[config.mk]
export PLATFORM = sky130hd
export DESIGN_NAME = pipe_hazard_ctrl
export DESIGN_NICKNAME = d
export VERILOG_FILES = /design/src/rtl/pipe_hazard_ctrl.sv
export SDC_FILE = /design/constraint.sdc
export NUM_CORES = 1
export LEC_CHECK = 0
export BUFFER_PORTS_ARGS = -buffer_cell sky130_fd_sc_hd__buf_2
export CAP_MARGIN = 20
export CORE_MARGIN = 3
export CORE_UTILIZATION = 40
export DETAILED_ROUTE_END_ITERATION = 8
export PLACE_DENSITY = 0.74
export SYNTH_ARGS = -nofsm -noshare
export SYNTH_HDL_FRONTEND = slang
export SYNTH_SLANG_ARGS = --single-unit
[constraint.sdc]
create_clock -name clk -period 2.2 [get_ports clk]
set_input_delay 0 -clock clk [delete_from_list [all_inputs] [get_ports clk]]
set_output_delay 0 -clock clk [all_outputs]
set_load 0.05 [all_outputs]
[src/rtl/pipe_hazard_ctrl.sv]
// pipe_hazard_ctrl: central stall/flush and LM/SM micro-op sequencer for the
// 5-stage pipeline. Drives enable/clear of the four stage registers and the
// PC write enable. Control outputs are combinational (zero-cycle latency) from
// the sequencing state and this cycle's hazard inputs.
module pipe_hazard_ctrl #(
  parameter int unsigned K_W = 3
) (
  input  logic                  clk,
  input  logic                  clr,
  input  logic                  ld_use_hz,
  input  logic                  jmp_id,
  input  logic                  br_taken_ex,
  input  logic                  lmsm_start,
  input  logic [(2**K_W)-1:0]   lmsm_imm_8,
  output logic                  pc_en,
  output logic                  en_f2d,
  output logic                  en_d2e,
  output logic                  en_e2m,
  output logic                  en_m2w,
  output logic                  clr_f2d,
  output logic                  clr_d2e,
  output logic                  clr_e2m,
  output logic                  clr_m2w,
  output logic [K_W-1:0]        k_3,
  output logic [K_W-1:0]        lmsm_idx_3,
  output logic                  lmsm_active,
  output logic                  lmsm_last
);

  localparam int unsigned MASK_W = 2**K_W;

  typedef enum logic {
    IDLE = 1'b0,
    SEQ  = 1'b1
  } state_t;

  state_t              state;
  logic [MASK_W-1:0]   mask;
  logic [K_W-1:0]      idx;

  logic [K_W-1:0]      mask_low;
  logic [K_W-1:0]      imm_low;
  logic                mask_one;
  logic                imm_one;
  logic                imm_multi;
  logic                start_ok;

  // Index of the lowest set bit (0 when the vector is empty)
  function automatic logic [K_W-1:0] lowest_bit(input logic [MASK_W-1:0] m);
    logic [K_W-1:0] r;
    r = '0;
    for (int i = MASK_W - 1; i >= 0; i--) begin
      if (m[i]) r = K_W'(i);
    end
    return r;
  endfunction

  // True when exactly one bit of the vector is set
  function automatic logic is_onehot(input logic [MASK_W-1:0] m);
    return (m != '0) && ((m & (m - MASK_W'(1))) == '0);
  endfunction

  // Mask decode shared by the sequencer and the output logic
  always_comb begin
    mask_low  = lowest_bit(mask);
    imm_low   = lowest_bit(lmsm_imm_8);
    mask_one  = is_onehot(mask);
    imm_one   = is_onehot(lmsm_imm_8);
    imm_multi = (lmsm_imm_8 != '0) && !imm_one;
    // LM/SM may start only in IDLE with no higher-priority event this cycle
    start_ok  = (state == IDLE) && lmsm_start && !clr && !br_taken_ex &&
                !ld_use_hz && !jmp_id;
  end

  // Sequencer state: remaining register mask and micro-op counter
  always_ff @(posedge clk) begin
    if (clr || br_taken_ex) begin
      // Reset, or a taken branch squashing the younger LM/SM
      state <= IDLE;
      mask  <= '0;
      idx   <= '0;
    end else begin
      case (state)
        IDLE: begin
          if (start_ok && imm_multi) begin
            state <= SEQ;
            mask  <= lmsm_imm_8 & (lmsm_imm_8 - MASK_W'(1));
            idx   <= K_W'(1);
          end
        end
        SEQ: begin
          if (mask_one || (mask == '0)) begin
            state <= IDLE;
            mask  <= '0;
            idx   <= '0;
          end else begin
            mask <= mask & (mask - MASK_W'(1));
            idx  <= idx + K_W'(1);
          end
        end
        default: begin
          state <= IDLE;
          mask  <= '0;
          idx   <= '0;
        end
      endcase
    end
  end

  // Stage-register control and micro-op outputs, highest priority first
  always_comb begin
    pc_en       = 1'b1;
    en_f2d      = 1'b1;
    en_d2e      = 1'b1;
    en_e2m      = 1'b1;
    en_m2w      = 1'b1;
    clr_f2d     = 1'b0;
    clr_d2e     = 1'b0;
    clr_e2m     = 1'b0;
    clr_m2w     = 1'b0;
    k_3         = '0;
    lmsm_idx_3  = '0;
    lmsm_active = 1'b0;
    lmsm_last   = 1'b0;

    if (clr) begin
      // Freeze everything and clear every stage register
      pc_en   = 1'b0;
      en_f2d  = 1'b0;
      en_d2e  = 1'b0;
      en_e2m  = 1'b0;
      en_m2w  = 1'b0;
      clr_f2d = 1'b1;
      clr_d2e = 1'b1;
      clr_e2m = 1'b1;
      clr_m2w = 1'b1;
    end else if (br_taken_ex) begin
      // Flush the two younger stages; PC loads the branch target
      clr_f2d = 1'b1;
      clr_d2e = 1'b1;
    end else if (state == SEQ) begin
      // Continue the LM/SM expansion; hazards from ID are irrelevant here
      k_3         = mask_low;
      lmsm_idx_3  = idx;
      lmsm_active = 1'b1;
      if (mask_one) begin
        lmsm_last = 1'b1;
      end else begin
        pc_en  = 1'b0;
        en_f2d = 1'b0;
      end
    end else if (ld_use_hz) begin
      // Hold PC and IF/ID, inject a bubble into ID/EX
      pc_en   = 1'b0;
      en_f2d  = 1'b0;
      clr_d2e = 1'b1;
    end else if (jmp_id) begin
      // Discard the wrong-path fetch behind the jump
      clr_f2d = 1'b1;
    end else if (lmsm_start && (lmsm_imm_8 != '0)) begin
      // First micro-op; stall fetch only if more micro-ops follow
      k_3         = imm_low;
      lmsm_active = 1'b1;
      if (imm_one) begin
        lmsm_last = 1'b1;
      end else begin
        pc_en  = 1'b0;
        en_f2d = 1'b0;
      end
    end
  end

endmodule

Word level (Yosys, flattened, before mapping)
Cells that the tools add are included.

word-level totals
  bits in registers = 12
  input bits = 14
  output and inout bits = 17
  logic and storage cells = 97

cells by class
  add/sub/neg operators = 3
  eq/ne operators = 1
  muxes and demuxes = 65
  bitwise operators = 3
  reductions and logical operators = 22

operator list
  kind                                                   number
  2-to-1 mux 3 bit                                       27
  2-to-1 mux 1 bit                                       33
  logical NOT 8 bit                                      3
  bitwise AND 8 bit                                      2
  2-to-1 mux 8 bit                                       2
  case mux 8 bit (2 select lines)                        1
  nonzero test 8 bit                                     2
  subtractor 8 x 1 -> 8 bit, second input constant       2
  logical AND 1 bit                                      10
  case mux 3 bit (2 select lines)                        1
  logical NOT 1 bit                                      5
  adder 3 x 1 -> 3 bit, second input constant            1
  logical OR 1 bit                                       2
  inequality test 2 x 1 -> 1 bit, second input constant  1
  case mux 1 bit (2 select lines)                        1
  inverter 1 bit                                         1

Longest topological paths before layout
Gate-level depths: netlist of the first run.

  depth after elaboration = 14
  depth in mapped cells = 7
  depth with buffers taken out = 5

Worst setup path before layout of the first run
No wires, ideal clock.

  path type = register to output
  start point = register mask[4]
  end point = output port pc_en
  arrival time = 2.397 ns
  path slack = -0.197 ns
  cell stages (with the launch flop) = 8
  path through = dfxtp_1 -> buf_6 -> maj3_2 -> o31a_1 -> mux2i_1 -> o221ai_1 -> a21oi_1 -> buf_4

on the way
  cells in the longest elaborated chain, start to end = 8

RTL lines
  what                                RTL line  text
  start: declaration                  38        logic [MASK_W-1:0] mask;
  start signal: assignment            87        mask <= lmsm_imm_8 & (lmsm_imm_8 - MASK_W'(1));
  start signal: assignment            97        mask <= mask & (mask - MASK_W'(1));
  subtractor 8 x 1 -> 8 bit           60        return (m != '0) && ((m & (m - MASK_W'(1))) == '0);
  bitwise AND 8 bit                   60
  logical NOT 8 bit                   60
  logical AND 1 bit (*)               60
  2-to-1 mux 1 bit (*) (4 in series)  --
  end: declaration                    15        output logic pc_en,

Every way passes the cells marked *; elsewhere a longest branch is shown, timed or not.

Worst setup path in the final report of the first run
  start point = register mask[5]
  end point = output port en_f2d

on the way
  cells in the longest elaborated chain, start to end = 8

RTL lines
  what                       RTL line  text
  subtractor 8 x 1 -> 8 bit  60
  bitwise AND 8 bit          60
  logical NOT 8 bit          60
  logical AND 1 bit (*)      60
  2-to-1 mux 1 bit (*)       146       if (mask_one) begin
  2-to-1 mux 1 bit (*)       141       end else if (state == SEQ) begin
  2-to-1 mux 1 bit (*)       137       end else if (br_taken_ex) begin
  2-to-1 mux 1 bit (*)       126       if (clr) begin
  end: declaration           16        output logic en_f2d,

Marks and branches as above.

==> metrics.md, run 1 <==
| Metric | Value |
|---|---|
| Design Power | 0.4797 mW |
| Critical path peak fanout | 7 |
| Via count normalized by instance count | 6.155 |
| Peak Freq | 0.4925 GHz |
| Count of vias placed by the detailed router | 1194 |
| Total congestion overflow | 0 |
| Final worst-path cycle share | 0.9229 |
| Post-synth top area share | 0.2007 |
| Count of nets left with antenna violations after detail routing | 0 |
| Worst setup path startpoint | mask[5] |
| Leakage power total | 0.5083 nW |
| Largest cells by area after synthesis | sky130_fd_sc_hd__dfxtp_1 (20%), sky130_fd_sc_hd__buf_4 (4.8%), sky130_fd_sc_hd__o211ai_1 (4.8%) |
| Kind of capture point of the worst setup path | output port |
| Met3 wire len | 105 um |
| Final #Nets | 180 |
| R2r setup slk | 0.38 ns |
| Clock period minus worst slack | 2.030 ns |
| Highest routed metal layer | met4 |
| H-tree Lvls | 1 |
| Root Buffer | sky130_fd_sc_hd__clkbuf_4 |
| Total of buffers placed on input and output ports | 30 |
| Relative area change from synthesis to final layout | 12.89% |
| ANT cells | 0 |
| Pwr per Cell Area | 387.3 mW/mm^2 |
| IR drop worst, VDD | 0.2181 mV |
| Max-slew violation total from the final report | 0 |
| Depth of the worst hold-timing path | 3 |
| Layout Cells excl Fill | 194 |
| Startpoint Class | register |
| Number of primary I/O pins | 31 |
| Critical register-to-register path startpoint | mask[5] |
| Routed wirelength normalized by instance count | 14.70 um |
| Instance count after placement with tap cells included | 190 |
| Setup-failing EPs final | 0 |
| Die outline area | 0.003408 sq mm |
| Clock slew at the register clock pins of the worst setup and hold paths | 0.08 ns |
| Quantity of gates resized following cts | 0 |
| Cell type with the highest aggregate area in the netlist | sky130_fd_sc_hd__dfxtp_1 |
| Cell types with the highest counts after synthesis | sky130_fd_sc_hd__dfxtp_1 (11), sky130_fd_sc_hd__nor2_1 (11), sky130_fd_sc_hd__a21oi_1 (10) |
| Gr usage total | 0.1724 |
| Hold_buf cts | 0 |
| Hold Path Sink | mask[1] |
| CP Class | register to output port |
| Synthesized net count | 158 |
| Util after Layout | 0.4867 |
| CP Data Arrival Time | 2.03 ns |
| Aggregate routed wire length | 2.852 mm |
| Depth of the most critical reg-to-reg path | 5 |
| EDFF count, synth | 0 |
| Startpoint of the lowest-slack hold path | lmsm_imm_8[1] |
| HPWL after detailed placement | 2.231 mm |
| Final number of hold-violating endpoints | 0 |
| Per-instance average area after synthesis | 7.673 sq um |
| Inserted Clock Buffers | 3 |
| Met2 routed WL | 1.437 mm |
| Die X | 58.38 um |
| Ratio of cells with drive above 1 in the final layout | 0.3049 |
| Clock tree from TritonCTS | yes |
| Post-synthesis cell type count | 48 |
| Sequential element share of the synthesized area | 0.2007 |
| Number of buffers added for setup after CTS | 0 |
| Final Skew | 0.009289 ns |
| Worst Max-Slew Pin Slew | 0.8310 ns |
| Number of antenna violations at the first check in global routing | 0 |
| Required time of the critical path | 2.20 ns |
| RSZ-0062 raised after global routing | false |
| Yosys synthesis warning count | 0 |
| Largest net degree at the start of global routing | 14 |
| Wire length of the first global-routing pass | 4.657 mm |
| Path class of the lowest-slack min-delay path | input pin to register |
| Finished Cell Area | 0.001239 sq mm |
| Normalized max-slew margin | 0.4439 |
| Maximum buffer depth of the clock tree | 2 |
| Number of global-route vias before repair | 1050 |
| Number of cells produced by synthesis | 143 |
| Die height | 58.38 um |
| Status | complete, no violations |
| Starting density of the core | 0.4312 |
| FP Rows | 18 |
| Placed cell area | 0.001211 sq mm |
| Seq cells post-synth | 11 |
| Total of max-cap violations | 0 |
| Number of detailed-route iterations in the first pass | 4 |
| Post-Synthesis Cell Area | 0.001097 sq mm |
| Final-layout setup total negative slack | 0 ns |
| # DRC | 0 |
| Final weighted congestion in routability-driven placement | 0.8576 |
| DRT iter0 DRCs | 19 |
| Share of synthesized registers carrying an async set or reset | 0 |
| Worst flop-to-flop path endpoint | idx[2] |
| Clk sinks | 11 |
| Met1 routed wirelength after detailed routing | 1.262 mm |
| Total core area | 0.002545 sq mm |
| Latest clock arrival within the worst-skew pair | 0.27 ns |
| Main synth FF type | sky130_fd_sc_hd__dfxtp_1 |
[metrics by stage]
step	hold slack [ns]	setup slack, ns
detailed placement	0.3355	0.3926
CTS	0.04591	0.1692
global placement	0.3375	0.4236
floorplan	0.09192	0.1066
finish	0.05450	0.1696
global route	0.05867	0.03689
[cell usage in the layout, fill, tap and decap left out, drive strengths merged, types with 2 or more instances in the layout]
cell,netlist,routed
a211oi,2,2
a21boi,2,2
a21o,2,2
a21oi,11,11
a22o,2,2
and3,3,3
buf,13,34
clkbuf,4,3
dfxtp,11,11
inv,7,7
mux2i,5,5
nand2,6,6
nand3,8,8
nor2,11,11
nor2b,3,3
nor3,8,8
nor3b,2,2
nor4,4,4
o211ai,7,7
o21ai,7,7
o21bai,2,2
o311ai,2,2
o31ai,5,5
or3,2,2
or4,2,2
[sequential cells by signal (all words and copies together), names as in the netlist]
name   cells
mask       7
idx        3
state      1
[power by group]
| part | switching, mW | internal (mW) |
|---|---|---|
| registers | 0.00415 | 0.201 |
| clock network | 0.0735 | 0.0673 |
| logic | 0.0946 | 0.0392 |
| total | 0.172 | 0.307 |
[worst max-delay path: stages (launching register included)]
cell and delay, ns:
sky130_fd_sc_hd__dfxtp_1 0.39, sky130_fd_sc_hd__maj3_2 0.33, sky130_fd_sc_hd__o31a_1 0.30, sky130_fd_sc_hd__mux2i_1 0.16, sky130_fd_sc_hd__o221ai_1 0.14, sky130_fd_sc_hd__a21oi_2 0.16
sky130_fd_sc_hd__buf_2 0.28
[layout make-up]
class	instances	area, sq um
clock buffer	3	22.52
clock inverter	1	5.005
fill	249	1306
inverter	7	26.28
multi-input combinational	108	747.0
sequential	11	220.2
tap	30	37.54
timing repair buffer	34	180.2
[worst max-delay path by stage]
stage,endpoint,cells after the start
after CTS,en_f2d,6
after floorplan,k_3[1],4
after global placement,idx[2],5
final,en_f2d,6
after global routing,en_f2d,6
after detailed placement,idx[2],5
[cells by family after synthesis]
group / after synthesis / synth area share
AOI/OAI and AO/OA: 49 / 0.3466
adders and majority gates: 2 / 0.02166
buffers and inverters: 24 / 0.1254
DFF: 11 / 0.2007
muxes: 5 / 0.04561
and+or+nand+nor: 52 / 0.2600
[layer usage]
metal	GRT usage	vias up
met2	0.2982	35
met5	0	-
met1	0.2137	576
met3	0.02632	6
li1	-	577
met4	0.06623	0
No activity file was read; power rests on OpenSTA's default activity.
==> inputs of run 2 (changes only) <==
--- a/config.mk
+++ b/config.mk
@@ -7,9 +7,9 @@
 export LEC_CHECK = 0
 export BUFFER_PORTS_ARGS = -buffer_cell sky130_fd_sc_hd__buf_2
 export CAP_MARGIN = 20
-export CORE_MARGIN = 3
 export CORE_UTILIZATION = 40
 export DETAILED_ROUTE_END_ITERATION = 8
+export MAX_ROUTING_LAYER = met4
 export PLACE_DENSITY = 0.74
 export SYNTH_ARGS = -nofsm -noshare
 export SYNTH_HDL_FRONTEND = slang
==> run 2 against run 1 <==
Effect of this change:
- worst setup slack lost 0.011 ns
- clock-buffer cell count stayed put
- die area decreased by 13%
- global-route usage grew 5.4 points
- register-to-register slack hardly changed
- via count shrank 2.7%
- sequential power about the same
- worst hold slack worse by 0.0015 ns
- largest cell class unchanged
- highest routed layer unchanged
==> metrics.md, run 2 (same netlist as run 1, synthesis figures left out) <==
| Metric | Value |
|---|---|
| Commonest non-fill, non-tap cells in the layout | sky130_fd_sc_hd__buf_2 (30), sky130_fd_sc_hd__dfxtp_1 (11), sky130_fd_sc_hd__nor2_1 (10), sky130_fd_sc_hd__a21oi_1 (8), sky130_fd_sc_hd__nand3_1 (8) |
| Startpoint Class | register |
| Combinational group share of total power | 0.282 (+0.003) |
| Layout Cells excl Fill | 192 (-1.0%) |
| Register with the most flip-flops | mask |
| Count of vias placed by the detailed router | 1162 (-2.7%) |
| Via count normalized by instance count | 6.052 (-1.7%) |
| Number of global-route vias before repair | 992 (-5.5%) |
| Final weighted congestion in routability-driven placement | 0.9626 (+12%) |
| Number of detailed-route iterations in the first pass | 5 (+1) |
| Worst path max stage delay | 0.39 ns (about the same) |
| Inserted Clock Buffers | 3 (unchanged) |
| Clk pwr share | 0.289 (-0.005) |
| Ratio of cells with drive above 1 in the final layout | 0.3025 (-0.002409) |
| Final worst-path cycle share | 0.9279 (+0.004947) |
| Share of power burned in registers | 0.429 (about the same) |
| Die X | 54.38 um (-6.9%) |
| FP Rows | 18 (unchanged) |
| Clock slew at the register clock pins of the worst setup and hold paths | 0.08 ns (about the same) |
| P_sw | 0.1701 mW (-1.3%) |
| Die height | 54.38 um (-6.9%) |
| Leakage power total | 0.4994 nW (-1.8%) |
| Peak Freq | 0.4899 GHz (-0.53%) |
| Gr usage total | 0.2261 (+0.05365) |
| Setup-failing EPs final | 0 (unchanged) |
| Critical path peak fanout | 7 (unchanged) |
| Instance count after placement with tap cells included | 188 (-1.1%) |
| Total of max-cap violations | 0 (unchanged) |
| Maximum buffer depth of the clock tree | 2 (unchanged) |
| Finished Cell Area | 0.001226 sq mm (-1.0%) |
| Setup slack after layout | 0.1587 ns (-0.01088 ns) |
| Count of nets left with antenna violations after detail routing | 0 (unchanged) |
| Final #Nets | 178 (-1.1%) |
| Flip-flop count of the largest register, all copies and words added | 7 (unchanged) |
| Design Power | 0.4776 mW (-0.45%) |
| Most common cell after layout, fill and taps aside | sky130_fd_sc_hd__buf_2 |
| Placed cell area | 0.001196 sq mm (-1.2%) |
| Routed wirelength normalized by instance count | 14.89 um (+1.3%) |
| Total of buffers placed on input and output ports | 30 (unchanged) |
| Die outline area | 0.002957 sq mm (-13%) |
| CP Data Arrival Time | 2.04 ns (about the same) |
| Path class of the lowest-slack min-delay path | input pin to register |
| Worst Setup Slack post-DPL | 0.4014 ns (+0.008884 ns) |
| Pwr per Cell Area | 389.5 mW/mm^2 (+0.57%) |
| Hold_buf cts | 0 (unchanged) |
| Aggregate routed wire length | 2.859 mm (+0.25%) |
| RSZ-0062 raised after global routing | false |
| Final-layout setup total negative slack | 0 ns (unchanged) |
| Number of primary I/O pins | 31 (unchanged) |
| Clk sinks | 11 (unchanged) |
| Internal portion of total power | 0.3075 mW (about the same) |
| H-tree Lvls | 1 (unchanged) |
| Quantity of gates resized following cts | 0 (unchanged) |
| Wire length of the first global-routing pass | 4.685 mm (+0.60%) |
| Status | complete, no violations |
| Root Buffer | sky130_fd_sc_hd__clkbuf_4 |
| Latest clock arrival within the worst-skew pair | 0.27 ns (about the same) |
| Clock period minus worst slack | 2.041 ns (+0.01088 ns) |
| CP Class | register to output port |
| Registers with the most flip-flops | mask: 7 flops, idx: 3 flops, state: 1 flops |
| HPWL after detailed placement | 2.204 mm (-1.2%) |
| Kind of capture point of the worst setup path | output port |
| Normalized max-slew margin | 0.6409 (+0.1970) |
| Final Skew | 0.007021 ns (-0.002268 ns) |
| Number of buffers added for setup after CTS | 0 (unchanged) |
| DRT iter0 DRCs | 51 (+32) |
| Clock tree from TritonCTS | yes |
| Switching share of power | 0.3562 (-0.002914) |
| # DRC | 0 (unchanged) |
| Crit-path cells | maj3_2 -> o31a_1 -> mux2i_1 -> o221ai_1 -> a21oi_2 -> buf_2 |
| Final number of hold-violating endpoints | 0 (unchanged) |
| Largest net degree at the start of global routing | 14 (unchanged) |
| Total congestion overflow | 0 (unchanged) |
| Critical path's slowest cell | sky130_fd_sc_hd__dfxtp_1 |
| Total core area | 0.002545 sq mm (unchanged) |
| Max-slew violation total from the final report | 0 (unchanged) |
| Worst Max-Slew Pin Slew | 0.5337 ns (-0.2974 ns) |
| ANT cells | 0 (unchanged) |
| Starting density of the core | 0.4312 (unchanged) |
| Relative area change from synthesis to final layout | 11.74% |
| IR drop worst, VDD | 0.1810 mV (-17%) |
| Number of antenna violations at the first check in global routing | 0 (unchanged) |
| Required time of the critical path | 2.20 ns (about the same) |
[run 2: critical path, delay by kind of cell, from the launching register on]
kind                     cells  cell delay [ns]
flip-flops                   1             0.39
buffers and inverters        1             0.28
AO/OA/AOI/OAI                3             0.63
multiplexers                 1             0.15
adder cells (fa/ha/maj)      1             0.33
[run 2: final cells by class]
type,count,area [sq um]
Clock inverter,1,5.005
Sequential cell,11,220.2
Clock buffer,3,22.52
Multi-Input combinational cell,108,749.5
Timing Repair Buffer,32,165.2
Tap cell,30,37.54
Inverter,7,26.28
Fill cell,253,1319
[run 2: final timing paths]
| kind | endpoint | depth (start not counted) | slack (ns) | start |
|---|---|---|---|---|
| max | en_f2d | 6 | 0.16 | mask[5] |
| min | mask[6] | 3 | 0.05 | lmsm_imm_8[6] |
| max reg2reg | idx[2] | 5 | 0.39 | mask[5] |
| min reg2reg | idx[2] | 1 | 0.52 | idx[2] |
[run 2: stage by stage]
| step | utilization | hold slack (ns) |
|---|---|---|
| after global routing | 0.4818 | 0.08272 |
| after CTS | 0.4808 | 0.04703 |
| after floorplan | - | 0.09192 |
| after global placement | 0.4700 | 0.3304 |
| final | 0.4818 | 0.05304 |
| after detailed placement | 0.4700 | 0.3387 |
[run 2: power by group through the flow]
stage | Combinational [mW] | Sequential [mW] | Clock [mW]
floorplan | 0.106 | 0.207 | 0
global placement | 0.131 | 0.209 | 0
detailed placement | 0.133 | 0.209 | 0
CTS | 0.134 | 0.205 | 0.140
global route | 0.146 | 0.205 | 0.154
finish | 0.135 | 0.205 | 0.138
[run 2: layer usage]
| layer | GRT usage | part of all wire |
|---|---|---|
| met4 | 0.1068 | 0.027 |
| met5 | - | 0 |
| met3 | 0.01667 | 0.044 |
| met1 | 0.2895 | 0.45 |
| met2 | 0.3577 | 0.48 |
==> inputs of run 3 (changes only) <==
--- a/config.mk
+++ b/config.mk
@@ -9,7 +9,6 @@
 export CAP_MARGIN = 20
 export CORE_UTILIZATION = 40
 export DETAILED_ROUTE_END_ITERATION = 8
-export MAX_ROUTING_LAYER = met4
 export PLACE_DENSITY = 0.74
 export SYNTH_ARGS = -nofsm -noshare
 export SYNTH_HDL_FRONTEND = slang
==> run 3 against run 2 <==
Effect of this change:
- sequential share of layout area unchanged
- final cell count stayed put
- global-route usage decreased by 0.62 points
- via count barely moved
- clock power hardly changed
- total power increased by 0.14%
- register-to-register slack barely moved
- critical path depth unchanged
- highest routed layer unchanged
==> metrics.md, run 3 (same netlist as run 1, synthesis figures left out) <==
| Metric | Value |
|---|---|
| Status | complete, no violations |
| IR drop worst, VDD | 0.1806 mV (-0.22%) |
| Total congestion overflow | 0 (unchanged) |
| Inserted Clock Buffers | 3 (unchanged) |
| Final Skew | 0.007956 ns (+0.0009344 ns) |
| Final weighted congestion in routability-driven placement | 0.9455 (-1.8%) |
| Total of buffers placed on input and output ports | 30 (unchanged) |
| Worst Max-Slew Pin Slew | 0.5335 ns (-0.0001881 ns) |
| Quantity of gates resized following cts | 0 (unchanged) |
| Aggregate routed wire length | 2.876 mm (+0.59%) |
| # DRC | 0 (unchanged) |
| Clock period minus worst slack | 2.047 ns (+0.005326 ns) |
| RSZ-0062 raised after global routing | false |
| DRT iter0 DRCs | 51 (unchanged) |
| Ratio of cells with drive above 1 in the final layout | 0.3025 (unchanged) |
| CP Class | register to output port |
| Starting density of the core | 0.4312 (unchanged) |
| Clock tree from TritonCTS | yes |
| Switching share of power | 0.3568 (+0.0006548) |
| Finished Cell Area | 0.001226 sq mm (unchanged) |
| Most common cell after layout, fill and taps aside | sky130_fd_sc_hd__buf_2 |
| Kind of capture point of the worst setup path | output port |
| Internal portion of total power | 0.3076 mW (about the same) |
| Setup slack after layout | 0.1534 ns (-0.005326 ns) |
| Routed wirelength normalized by instance count | 14.98 um (+0.59%) |
| Worst flop-to-flop path endpoint | idx[2] |
| Startpoint Class | register |
| Share of power burned in registers | 0.428 (about the same) |
| Commonest non-fill, non-tap cells in the layout | sky130_fd_sc_hd__buf_2 (30), sky130_fd_sc_hd__dfxtp_1 (11), sky130_fd_sc_hd__nor2_1 (10), sky130_fd_sc_hd__a21oi_1 (8), sky130_fd_sc_hd__nand3_1 (8) |
| Max-slew violation total from the final report | 0 (unchanged) |
| Root Buffer | sky130_fd_sc_hd__clkbuf_4 |
| Critical register-to-register path startpoint | mask[5] |
| R2r setup slk | 0.39 ns (about the same) |
| Clock slew at the register clock pins of the worst setup and hold paths | 0.08 ns (about the same) |
| Count of nets left with antenna violations after detail routing | 0 (unchanged) |
| Number of buffers added for setup after CTS | 0 (unchanged) |
| Clk pwr share | 0.290 (about the same) |
| FP Rows | 18 (unchanged) |
| Number of detailed-route iterations in the first pass | 4 (-1) |
| Clk sinks | 11 (unchanged) |
| Die outline area | 0.002957 sq mm (unchanged) |
| Worst Setup Slack post-DPL | 0.4014 ns (unchanged) |
| CP Data Arrival Time | 2.05 ns (about the same) |
| Gr usage total | 0.2199 (-0.006230) |
| Via count normalized by instance count | 6.057 (about the same) |
| Number of primary I/O pins | 31 (unchanged) |
| Depth of the most critical reg-to-reg path | 5 (unchanged) |
| Maximum buffer depth of the clock tree | 2 (unchanged) |
| Required time of the critical path | 2.20 ns (about the same) |
| Final worst-path cycle share | 0.9303 (+0.002421) |
| Final-layout setup total negative slack | 0 ns (unchanged) |
| Pwr per Cell Area | 390.0 mW/mm^2 (+0.14%) |
| Startpoint of the lowest-slack hold path | lmsm_imm_8[6] |
| Design Power | 0.4783 mW (+0.14%) |
| Count of vias placed by the detailed router | 1163 (+0.086%) |
| Depth of the worst hold-timing path | 3 (unchanged) |
| Leakage power total | 0.4994 nW (unchanged) |
| Peak Freq | 0.4886 GHz (-0.26%) |
| Flip-flop count of the largest register, all copies and words added | 7 (unchanged) |
| Critical path peak fanout | 7 (unchanged) |
| Path class of the lowest-slack min-delay path | input pin to register |
| ANT cells | 0 (unchanged) |
| H-tree Lvls | 1 (unchanged) |
| Total of max-cap violations | 0 (unchanged) |
| Final #Nets | 178 (unchanged) |
| P_sw | 0.1706 mW (+0.33%) |
| Register with the most flip-flops | mask |
| Total core area | 0.002545 sq mm (unchanged) |
| Hold_buf cts | 0 (unchanged) |
| Registers with the most flip-flops | mask: 7 flops, idx: 3 flops, state: 1 flops |
| Placed cell area | 0.001196 sq mm (unchanged) |
| Die X | 54.38 um (unchanged) |
| Final number of hold-violating endpoints | 0 (unchanged) |
| Wire length of the first global-routing pass | 4.685 mm (unchanged) |
| Util after Layout | 0.4818 (unchanged) |
| Setup-failing EPs final | 0 (unchanged) |
| Die height | 54.38 um (unchanged) |
| Largest net degree at the start of global routing | 14 (unchanged) |
| Latest clock arrival within the worst-skew pair | 0.28 ns (about the same) |
| Combinational group share of total power | 0.282 (about the same) |
| Hold Path Sink | mask[6] |
| HPWL after detailed placement | 2.204 mm (unchanged) |
| Number of global-route vias before repair | 993 (+0.10%) |
| Normalized max-slew margin | 0.6411 (about the same) |
| Relative area change from synthesis to final layout | 11.74% (unchanged) |
| Number of antenna violations at the first check in global routing | 0 (unchanged) |
==> run 3: per-layer routing <==
layer  vias up  GRT usage  share of wire
met5         -          0              0
met4         0     0.1068          0.037
met3        16    0.01667          0.051
met2        49     0.3577           0.48
met1       526     0.2895           0.43
li1        572          -              -
==> run 3: area by class of cell <==
| class | count | area (sq um) |
|---|---|---|
| sequential | 11 | 220.2 |
| fill | 253 | 1319 |
| multi-input combinational | 108 | 749.5 |
| tap | 30 | 37.54 |
| clock buffer | 3 | 22.52 |
| timing repair buffer | 32 | 165.2 |
| inverter | 7 | 26.28 |
| clock inverter | 1 | 5.005 |
==> run 3: worst max-delay path: stages (launching register included) <==
cell and delay, ns:
sky130_fd_sc_hd__dfxtp_1 0.39, sky130_fd_sc_hd__maj3_2 0.33, sky130_fd_sc_hd__o31a_1 0.30, sky130_fd_sc_hd__mux2i_1 0.15
sky130_fd_sc_hd__o221ai_1 0.15, sky130_fd_sc_hd__a21oi_2 0.18, sky130_fd_sc_hd__buf_2 0.28
==> run 3: worst max-delay path by stage <==
stage,start,to,cells after the start
final,mask[5],en_f2d,6
after global routing,mask[1],pc_en,6
after CTS,mask[4],en_f2d,6
after detailed placement,mask[3],idx[2],5
after global placement,mask[5],idx[2],5
after floorplan,state,k_3[1],4
==> run 3: through the flow <==
stage	hold slack, ns	instances
after floorplan	0.09192	143
after global placement	0.3304	188
after detailed placement	0.3387	188
after CTS	0.04703	192
after global routing	0.08272	192
final	0.04926	192
==> run 3: power by group through the flow <==
stage	clock network [mW]	registers, mW	logic [mW]
after floorplan	0	0.207	0.106
after global placement	0	0.209	0.131
after detailed placement	0	0.209	0.133
after CTS	0.140	0.205	0.134
after global routing	0.154	0.205	0.146
final	0.139	0.205	0.135
